**src/rtl/riscv_muldiv_pkg.sv**
```systemverilog
// Shared definitions for the RV32M multiply/divide sequencer:
// funct3 encodings, M-extension funct7, FSM state type and small decode helpers.
package riscv_muldiv_pkg;

    localparam logic [2:0] F3_MUL    = 3'b000;
    localparam logic [2:0] F3_MULH   = 3'b001;
    localparam logic [2:0] F3_MULHSU = 3'b010;
    localparam logic [2:0] F3_MULHU  = 3'b011;
    localparam logic [2:0] F3_DIV    = 3'b100;
    localparam logic [2:0] F3_DIVU   = 3'b101;
    localparam logic [2:0] F3_REM    = 3'b110;
    localparam logic [2:0] F3_REMU   = 3'b111;

    localparam logic [6:0] FUNCT7_MEXT = 7'b0000001;

    typedef enum logic [1:0] {
        IDLE,
        BUSY,
        DONE
    } muldiv_state_t;

    function automatic logic f3_is_div(input logic [2:0] f3);
        return f3[2];
    endfunction

    // rs1 is treated as signed by MULH, MULHSU, DIV and REM
    function automatic logic f3_a_signed(input logic [2:0] f3);
        return (f3 == F3_MULH) || (f3 == F3_MULHSU) || (f3 == F3_DIV) || (f3 == F3_REM);
    endfunction

    // rs2 is treated as signed by MULH, DIV and REM (MULHSU keeps it unsigned)
    function automatic logic f3_b_signed(input logic [2:0] f3);
        return (f3 == F3_MULH) || (f3 == F3_DIV) || (f3 == F3_REM);
    endfunction

endpackage

```
**src/rtl/muldiv_iter_step.sv**
```systemverilog
// One iteration of the unsigned multiply/divide datapath.
// Multiply: {hi,lo} holds partial product over the remaining multiplier bits;
//           conditional add of m into hi, then shift {carry,hi,lo} right by one.
// Divide:   {hi,lo} holds partial remainder over the remaining dividend bits;
//           shift left by one, trial-subtract m, keep the difference if it does
//           not go negative and shift the quotient bit into lo.
module muldiv_iter_step #(
    parameter int XLEN = 32
) (
    input  logic            is_div,
    input  logic [XLEN-1:0] hi,
    input  logic [XLEN-1:0] lo,
    input  logic [XLEN-1:0] m,
    output logic [XLEN-1:0] hi_nxt,
    output logic [XLEN-1:0] lo_nxt
);

    logic [XLEN:0] sum;
    logic [XLEN:0] shifted;
    logic [XLEN:0] diff;

    // Select add-shift or compare-subtract-shift for this iteration
    always_comb begin
        sum     = {1'b0, hi} + {1'b0, (lo[0] ? m : {XLEN{1'b0}})};
        shifted = {hi, lo[XLEN-1]};
        diff    = shifted - {1'b0, m};
        if (is_div) begin
            hi_nxt = diff[XLEN] ? shifted[XLEN-1:0] : diff[XLEN-1:0];
            lo_nxt = {lo[XLEN-2:0], ~diff[XLEN]};
        end else begin
            hi_nxt = sum[XLEN:1];
            lo_nxt = {sum[0], lo[XLEN-1:1]};
        end
    end

endmodule

```
**src/rtl/alu_muldiv_sequencer.sv**
```systemverilog
// Multi-cycle RV32M multiply/divide sequencer beside the execute-stage ALU.
// Operands are reduced to magnitudes on accept, iterated unsigned, and the
// sign is restored on the final iteration.
// Optional macro MULDIV_EARLY_OUT_EN: multiplies stop as soon as the remaining
// multiplier bits are zero, and multiply by zero takes the fast path.
//
// state | meaning
// IDLE  | waiting for start
// BUSY  | one iteration per cycle, busy=1
// DONE  | one cycle, done=1, result valid; a new start may be accepted here
module alu_muldiv_sequencer
    import riscv_muldiv_pkg::*;
#(
    parameter  int XLEN  = 32,
    localparam int CNT_W = $clog2(XLEN) + 1
) (
    input  logic            clk,
    input  logic            reset,
    input  logic            start,
    input  logic            kill,
    input  logic [2:0]      funct3,
    input  logic [XLEN-1:0] op_a,
    input  logic [XLEN-1:0] op_b,
    output logic            busy,
    output logic            done,
    output logic [XLEN-1:0] result
);

    localparam logic [XLEN-1:0] MIN_NEG = {1'b1, {(XLEN-1){1'b0}}};

    muldiv_state_t   state, state_nxt;
    logic [CNT_W-1:0] cnt, cnt_nxt;
    logic [2:0]      f3_q, f3_nxt;
    logic [XLEN-1:0] hi, hi_nxt, lo, lo_nxt, m, m_nxt;
    logic            neg, neg_nxt;
    logic [XLEN-1:0] result_q, result_nxt;

    logic [XLEN-1:0] st_hi, st_lo;
    logic            sa, sb, neg_in, fast, last;
    logic [XLEN-1:0] abs_a, abs_b, fast_val;
    logic [2*XLEN-1:0] prod, prod_fix;
    logic [XLEN-1:0] mul_res, div_res, fin_res;

    muldiv_iter_step #(.XLEN(XLEN)) u_step (
        .is_div (f3_is_div(f3_q)),
        .hi     (hi),
        .lo     (lo),
        .m      (m),
        .hi_nxt (st_hi),
        .lo_nxt (st_lo)
    );

    // Decode incoming request: magnitudes, result sign and fast-path result
    always_comb begin
        sa       = op_a[XLEN-1] & f3_a_signed(funct3);
        sb       = op_b[XLEN-1] & f3_b_signed(funct3);
        abs_a    = sa ? -op_a : op_a;
        abs_b    = sb ? -op_b : op_b;
        neg_in   = 1'b0;
        fast     = 1'b0;
        fast_val = '0;
        case (funct3)
            F3_MULH, F3_DIV:   neg_in = sa ^ sb;
            F3_MULHSU, F3_REM: neg_in = sa;
            default:           neg_in = 1'b0;
        endcase
        if (f3_is_div(funct3) && (op_b == '0)) begin
            fast     = 1'b1;
            fast_val = funct3[1] ? op_a : {XLEN{1'b1}};
        end else if (((funct3 == F3_DIV) || (funct3 == F3_REM)) &&
                     (op_a == MIN_NEG) && (&op_b)) begin
            fast     = 1'b1;
            fast_val = funct3[1] ? '0 : op_a;
        end
`ifdef MULDIV_EARLY_OUT_EN
        else if (!f3_is_div(funct3) && (op_b == '0)) begin
            fast     = 1'b1;
            fast_val = '0;
        end
`endif
    end

`ifdef MULDIV_EARLY_OUT_EN
    logic [CNT_W-1:0] iter_done;
    logic [CNT_W-1:0] align_sh;

    // Early exit: product sits left-aligned by the iterations not yet run
    always_comb begin
        iter_done = cnt + 1'b1;
        align_sh  = CNT_W'(XLEN) - iter_done;
        prod      = {st_hi, st_lo} >> align_sh;
        last      = (cnt == CNT_W'(XLEN-1)) ||
                    (!f3_is_div(f3_q) && ((st_lo << iter_done) == '0));
    end
`else
    // Fixed-length iteration: product is complete after XLEN steps
    always_comb begin
        prod = {st_hi, st_lo};
        last = (cnt == CNT_W'(XLEN-1));
    end
`endif

    // Sign fix-up of the final iteration's product, quotient or remainder
    always_comb begin
        prod_fix = neg ? -prod : prod;
        mul_res  = (f3_q == F3_MUL) ? prod_fix[XLEN-1:0] : prod_fix[2*XLEN-1:XLEN];
        if (f3_q[1]) div_res = neg ? -st_hi : st_hi;
        else         div_res = neg ? -st_lo : st_lo;
        fin_res  = f3_is_div(f3_q) ? div_res : mul_res;
    end

    // Next-state and datapath load/iterate control
    always_comb begin
        state_nxt  = state;
        cnt_nxt    = cnt;
        f3_nxt     = f3_q;
        hi_nxt     = hi;
        lo_nxt     = lo;
        m_nxt      = m;
        neg_nxt    = neg;
        result_nxt = result_q;
        if (kill) begin
            state_nxt = IDLE;
        end else begin
            case (state)
                IDLE, DONE: begin
                    state_nxt = IDLE;
                    if (start) begin
                        f3_nxt  = funct3;
                        cnt_nxt = '0;
                        neg_nxt = neg_in;
                        hi_nxt  = '0;
                        lo_nxt  = f3_is_div(funct3) ? abs_a : abs_b;
                        m_nxt   = f3_is_div(funct3) ? abs_b : abs_a;
                        if (fast) begin
                            result_nxt = fast_val;
                            state_nxt  = DONE;
                        end else begin
                            state_nxt  = BUSY;
                        end
                    end
                end
                BUSY: begin
                    hi_nxt  = st_hi;
                    lo_nxt  = st_lo;
                    cnt_nxt = cnt + 1'b1;
                    if (last) begin
                        result_nxt = fin_res;
                        state_nxt  = DONE;
                    end
                end
                default: state_nxt = IDLE;
            endcase
        end
    end

    // State and datapath registers
    always_ff @(posedge clk or posedge reset) begin
        if (reset) begin
            state    <= IDLE;
            cnt      <= '0;
            f3_q     <= '0;
            hi       <= '0;
            lo       <= '0;
            m        <= '0;
            neg      <= 1'b0;
            result_q <= '0;
        end else begin
            state    <= state_nxt;
            cnt      <= cnt_nxt;
            f3_q     <= f3_nxt;
            hi       <= hi_nxt;
            lo       <= lo_nxt;
            m        <= m_nxt;
            neg      <= neg_nxt;
            result_q <= result_nxt;
        end
    end

    assign busy   = (state == BUSY);
    assign done   = (state == DONE) && !kill;
    assign result = result_q;

endmodule

```
**config.mk**
```make
export PLATFORM = sky130hd
export DESIGN_NAME = alu_muldiv_sequencer
export DESIGN_NICKNAME = d
export VERILOG_FILES = /design/src/rtl/riscv_muldiv_pkg.sv /design/src/rtl/muldiv_iter_step.sv /design/src/rtl/alu_muldiv_sequencer.sv
export SDC_FILE = /design/constraint.sdc
export NUM_CORES = 1
export LEC_CHECK = 0
export BUFFER_PORTS_ARGS = -buffer_cell sky130_fd_sc_hd__buf_2
export CAP_MARGIN = 10
export CELL_PAD_IN_SITES_DETAIL_PLACEMENT = 1
export CELL_PAD_IN_SITES_GLOBAL_PLACEMENT = 1
export CORE_ASPECT_RATIO = 0.7
export CORE_MARGIN = 1.5
export CORE_UTILIZATION = 40
export CTS_CLUSTER_DIAMETER = 200
export DETAILED_ROUTE_END_ITERATION = 6
export PLACE_DENSITY = 0.73
export SLEW_MARGIN = 15
export SYNTH_ARGS = -nofsm -noshare
export SYNTH_HDL_FRONTEND = slang
export SYNTH_SLANG_ARGS = --single-unit
```
**constraint.sdc**
```tcl
create_clock -name clk -period 14 [get_ports clk]
set_input_delay 2.8 -clock clk [delete_from_list [all_inputs] [get_ports clk]]
set_output_delay 2.8 -clock clk [all_outputs]
set_load 0.02 [all_outputs]
```
# Word-level counts from Yosys, hierarchy flattened
# Index checks and enable logic that the tools add are counted.
dict set report word_totals {
  ram_bits 0
  memories 0
  latch_bits 0
  wordCells 91
  rom_bits 0
  output_inout_bits 34
  register_bits 140
}
dict set report classes {
  muxes 36
  n_addsub 8
  n_lt_le_gt_ge 0
  n_eq_ne 12
  shift 0
  bitwise 5
  n_reduce_logical 22
  mul 0
  div 0
}
# cell n
set ops {}
lappend ops {{two-way mux 32 bit} 22}
lappend ops {{one-hot mux 32 bit (2 select lines)} 3}
lappend ops {{negation 32 bit} 4}
lappend ops {{two-way mux 64 bit} 1}
lappend ops {{negation 64 bit} 1}
lappend ops {{adder 32 x 32 -> 33 bit} 1}
lappend ops {{subtractor 33 x 32 -> 33 bit} 1}
lappend ops {{== test 32 bit (second input constant)} 1}
lappend ops {{zero test 32 bit} 1}
lappend ops {{AND reduction 32 bit} 1}
lappend ops {{one-hot mux 6 bit (2 select lines)} 1}
lappend ops {{two-way mux 2 bit} 4}
lappend ops {{adder 6 x 1 -> 6 bit (second input constant)} 1}
lappend ops {{== test 3 bit (second input constant)} 2}
lappend ops {{== test 6 x 5 -> 1 bit (second input constant)} 1}
lappend ops {{logical OR 1 bit} 6}
lappend ops {{two-way mux 6 bit} 1}
lappend ops {{AND reduction 3 bit} 2}
lappend ops {{OR reduction 2 bit} 3}
lappend ops {{AND reduction 5 bit} 1}
lappend ops {{logical AND 1 bit} 4}
lappend ops {{inequality test 2 bit (second input constant)} 2}
lappend ops {{one-hot mux 2 bit (2 select lines)} 1}
lappend ops {{== test 3 x 1 -> 1 bit (second input constant)} 1}
lappend ops {{14 further kinds} 17}

# Depth between registers and ports, before layout
dict set report depth {
  word_depth 10
  depth_mapped 26
  mapped_depth_nobuf 25
}

# Hierarchy
# From an unflattened synthesis, not the netlist that was laid out.
dict set report unflattened {
  cells_unflattened 2089
  area_unflattened_um2 15876.5
}
# module cells_per_inst area_per_inst_um2 instances seq_area_each_um2
set by_module_without_submodules {}
lappend by_module_without_submodules {alu_muldiv_sequencer 1395 11109.4 1 3503.4}
lappend by_module_without_submodules {muldiv_iter_step 694 4767.1 1 0.0}

# Least setup slack after synthesis
# OpenSTA, ideal clock, no wires.
dict set report synth_timing {
  path_kind {in2out}
  start {input port kill}
  end {output port done}
  path_slack_ns 8.045
  required_ns 11.200
  stages 2
  t_arrival_ns 3.155
  path_cell_list {nor2_1 -> and2_1}
}
dict set report synth_between {
  elab_chain_len 2
}
# item line_no
set synth_lines {}
lappend synth_lines {{start: declaration} alu_muldiv_sequencer.sv:20} ;# input logic kill,
lappend synth_lines {{zero test 1 bit} alu_muldiv_sequencer.sv:181} ;# assign done = (state == DONE) && !kill;
lappend synth_lines {{logical AND 1 bit} alu_muldiv_sequencer.sv:181}
lappend synth_lines {{end: declaration} alu_muldiv_sequencer.sv:25} ;# output logic done,
# Every way passes these cells.

# Worst setup path in the final report
dict set report layout_timing {
  start {register lo[31]}
  end {register result_q[10] (netlist: result[10])}
}
dict set report layout_between {
  elab_chain_len 9
  word_cells_on_any_way 16
}
# item line_no
set layout_lines {}
lappend layout_lines {{start: declaration} alu_muldiv_sequencer.sv:34} ;# logic [XLEN-1:0] hi, hi_nxt, lo, lo_nxt, m, m_nxt;
lappend layout_lines {{start signal: assignment} alu_muldiv_sequencer.sv:173} ;# lo <= lo_nxt;
lappend layout_lines {{subtractor 33 x 32 -> 33 bit} muldiv_iter_step.sv:26} ;# diff = shifted - {1'b0, m};
lappend layout_lines {{two-way mux 32 bit or inverter 1 bit (tied branches)} {muldiv_iter_step.sv:28, muldiv_iter_step.sv:29}}
lappend layout_lines {{two-way mux 32 bit} muldiv_iter_step.sv:27} ;# if (is_div) begin
lappend layout_lines {{negation 64 bit, or another cell as far along} alu_muldiv_sequencer.sv:105} ;# prod_fix = neg ? -prod : prod;
lappend layout_lines {{two-way mux 64 bit, or another cell as far along} alu_muldiv_sequencer.sv:105}
lappend layout_lines {{two-way mux 32 bit, on equally long branches} {alu_muldiv_sequencer.sv:106, alu_muldiv_sequencer.sv:107}}
lappend layout_lines {{two-way mux 32 bit *} alu_muldiv_sequencer.sv:109} ;# fin_res = f3_is_div(f3_q) ? div_res : mul_res;
lappend layout_lines {{two-way mux 32 bit *} alu_muldiv_sequencer.sv:147} ;# if (last) begin
lappend layout_lines {{one-hot mux 32 bit (2 select lines) *} alu_muldiv_sequencer.sv:125} ;# case (state)
lappend layout_lines {{end signal: assignment} alu_muldiv_sequencer.sv:176} ;# result_q <= result_nxt;
lappend layout_lines {{end: declaration} alu_muldiv_sequencer.sv:36} ;# logic [XLEN-1:0] result_q, result_nxt;
# Mark *: on every way between the ends. The rest lies on a longest branch, timed or not. The select of a mux whose other input is x is not followed.
# A chain may end at the register's enable or synchronous reset.

==> metrics list <==
* Buf+Inv Stages, Crit Path: 3
* Cts-stage hold buffer count: 0
* Maximum level of the CTS H-tree: 4
- Ys async rst share: 100%
- After synthesis, flip-flops and latches occupy 22.0% of the total area.
* Delay contributed by the slowest stage of the critical path: 620 ps
- For this design, the sink count on the clock tree is 140.
- Largest buffer count on any clock path: 2
* Cell Pwr Density: roughly 230 nW/um^2
- Drt total wl: 75.9 mm
- Clock slew at the register clock pins of the worst setup and hold paths: 70 ps
- The worst setup path is captured at a flip-flop.
- First-pass GRT wire length: 112 mm
- Placeable core region: 38800 sq um
- The critical path starts at lo[31]$_DFFE_PP0P_.
* Average instance area after synthesis: ~7.4 sq um
- Setup violations remaining at the end of the flow were counted as 0.
* Setup total negative slack: 0 ps
* Critical register-to-register path startpoint: lo[31]$_DFFE_PP0P_
- Leaving out fill and tap cells, the most frequent cell in the layout is sky130_fd_sc_hd__nand2_1.
- Kind of start point of the critical path: flip-flop
* Number of rows created at floorplan: 60
* Number of setup buffers added after CTS: 0
* Root Buffer: sky130_fd_sc_hd__clkbuf_16
- The final hold violation count is 0.
* Max Transition Viols Final: 0
- The most used flip-flop cell after synthesis is sky130_fd_sc_hd__dfrtp_1.
- The count of nets left with antenna violations once routing finished came out at 0.
- The number of global-route vias before repair was approximately 17000.
* RSZ-0062 raised after global routing: false
* Shortest clock period the worst path allows after layout: 7750 ps
* Via density per instance: 6.61
- In this run the most critical hold path is launched from result[3]$_DFFE_PP0P_.
- The die covers 41100 sq um.
- During I/O placement, the number of pins put on the boundary was 105.
- Standby leakage power: 7.18 nW
* Area overhead of the layout relative to synthesis: 9.00%
- Gates resized during post-CTS repair numbered 0.
- Cells fill 44.8% of the core in the end.
- GRT overflow: 0
- Final routed DRC violation total: 0
- Cell area after synthesis: 15900 sq um
- Min Hold Slack: about 490 ps
- In the final layout, the share of cells above drive strength 1 is about a tenth.
- Across every metal layer, demand over resource in global routing totals 36.3%.
- Total number of vias: between 15000 and 20000
* Wirelength per Cell: 27.9 um
* Number of buffers inserted by port buffering: 104
- #FFs+latches synth: 140
* Effective utilization at floorplan: between 40% and 50%
- Initial antenna violation count: 8
- Max-slew headroom: 15.8%
* Instance count of the mapped netlist: 2166
- Measured along the x axis, the die boundary spans 242 um.
- On the final layout, the worst clock skew is roughly 14 ps.
* Data required time of the critical path: 14320 ps
* CP Class: flip-flop to flip-flop
- Slew at the pin with the worst max-slew slack: 1250 ps
- At the end of routability-driven placement, the weighted congestion stood at 1.01.
- The worst-case IR drop observed on VDD is 0.111 mV.
- Die H: roughly 170 um
* Cell with the biggest individual delay on the critical path: sky130_fd_sc_hd__o21ai_0
- Detailed router's first-iteration violation count: 2190
* Final period utilization: 55.4%
* Hold Path Class: flip-flop to flip-flop
* CTS Buf Count: 17
- Number of warnings printed during yosys synthesis: 0
- Derived from the worst setup path, the maximum achievable clock frequency is approximately 130 MHz.
* Net count after synthesis: 2309
- Highest-count cells in the layout ignoring fill and taps: sky130_fd_sc_hd__nand2_1, sky130_fd_sc_hd__o21ai_0, sky130_fd_sc_hd__nor2_1, sky130_fd_sc_hd__a21oi_1, sky130_fd_sc_hd__dfrtp_1
- TritonCTS built the clock tree.
- Largest net degree at the start of global routing: 109
- In the final design database the tool counted 2327 nets.
- Arrival time worst endpoint: 8080 ps
- Dominant cell type by count on the critical path: sky130_fd_sc_hd__nand3_1
- The first detailed-routing pass ran for 6 iterations.
* Half-perimeter wire length after placement: 61.0 mm
* Unique masters post-synth: 104
- Result of the run: complete, no violations
- Latest clock arrival within the worst-skew pair: 470 ps
- Number of enable flip-flop cells after synthesis: 0
* Critical path's top delay family: compound AO/OA/AOI/OAI gates
- The filler cells instantiated in the layout total around 4900.
- Worst-path fanout max: 11
* Number of max-cap violations: 0
==> power breakdown <==
part / internal (mW) / total (mW) / switching (mW)
Combinational: 0.899 / 2.80 / 1.90
Sequential: 0.503 / 0.670 / 0.167
Clock: 0.251 / 0.476 / 0.225
==> kinds of logic (layout without fill, tap and decap cells) <==
family,Yosys count,count (layout),share of synthesized area [%]
muxes,61,61,3.96
DFF,140,140,22.0
xor gates and xnor gates,173,173,9.74
adders and majority gates,72,72,5.75
other,0,1,0
AOI/OAI and AO/OA,740,740,30.2
and+or+nand+nor,775,775,23.2
buffers and inverters,205,236,5.22
==> per-layer routing <==
| metal | wire length (um) | up-vias | GRT usage (%) |
|---|---|---|---|
| li1 | - | 7972 | - |
| met1 | 36200 | 9122 | 53.9 |
| met2 | 30200 | 795 | 50.4 |
| met3 | 7900 | 99 | 11.1 |
| met4 | 1560 | 12 | 8.15 |
| met5 | 80 | - | 0 |
==> cell usage after synthesis (all sizes together) (32+ instances only) <==
library cell	count	share of area, %
xnor2	80	4.6
o21ai	224	7.1
o211ai	39	1.8
buf	32	1.1
ha	70	5.5
nand2	278	6.6
a21oi	184	6.1
o221ai	40	2.2
nand3	48	1.5
nor2	181	4.3
and2	46	1.8
nor3	67	2.1
xor2	93	5.1
mux2i	53	3.3
clkbuf	100	2.4
inv	69	1.6
a31oi	36	1.5
dfrtp	140	22
==> worst paths after layout <==
kind / cells after the start / slack, ps / end
max: 25 / 6250 / result[10]$_DFFE_PP0P_
max reg2reg: 25 / 6250 / result[10]$_DFFE_PP0P_
min in group asynchronous: 2 / 2470 / m[0]$_DFFE_PP0P_
max in group asynchronous: 3 / 10100 / hi[30]$_DFFE_PP0P_
min: 1 / 490 / result[3]$_DFFE_PP0P_
min reg2reg: 1 / 490 / result[3]$_DFFE_PP0P_
==> stage by stage <==
step	setup slack [ps]	power (mW)	cells	instance area, sq um
final	6250	3.95	2725	17400
after detailed placement	6150	3.35	2692	16800
after global routing	5930	4.15	2724	17400
after CTS	6570	3.84	2724	17400
after floorplan	7450	2.46	2166	15900
after global placement	6380	3.27	2692	16800
==> registers in the layout (all words and copies together), names as in the netlist <==
| register | cells |
|---|---|
| lo | 32 |
| result | 32 |
| m | 32 |
| neg | 1 |
| state | 2 |
| hi | 32 |
| f3_q | 3 |
| cnt | 6 |
==> final cells by class <==
class | count | area, sq um | area share, %
Clock buffer | 17 | 425 | 2.45
Multi-Input combinational cell | 1821 | 11600 | 66.9
Antenna cell | 1 | 2.50 | 0.0144
Timing Repair Buffer | 131 | 726 | 4.18
Sequential cell | 140 | 3510 | 20.2
Tap cell | 527 | 659 | 3.80
Clock inverter | 15 | 151 | 0.872
Inverter | 73 | 279 | 1.61
Power figures use the tool's default switching activity.
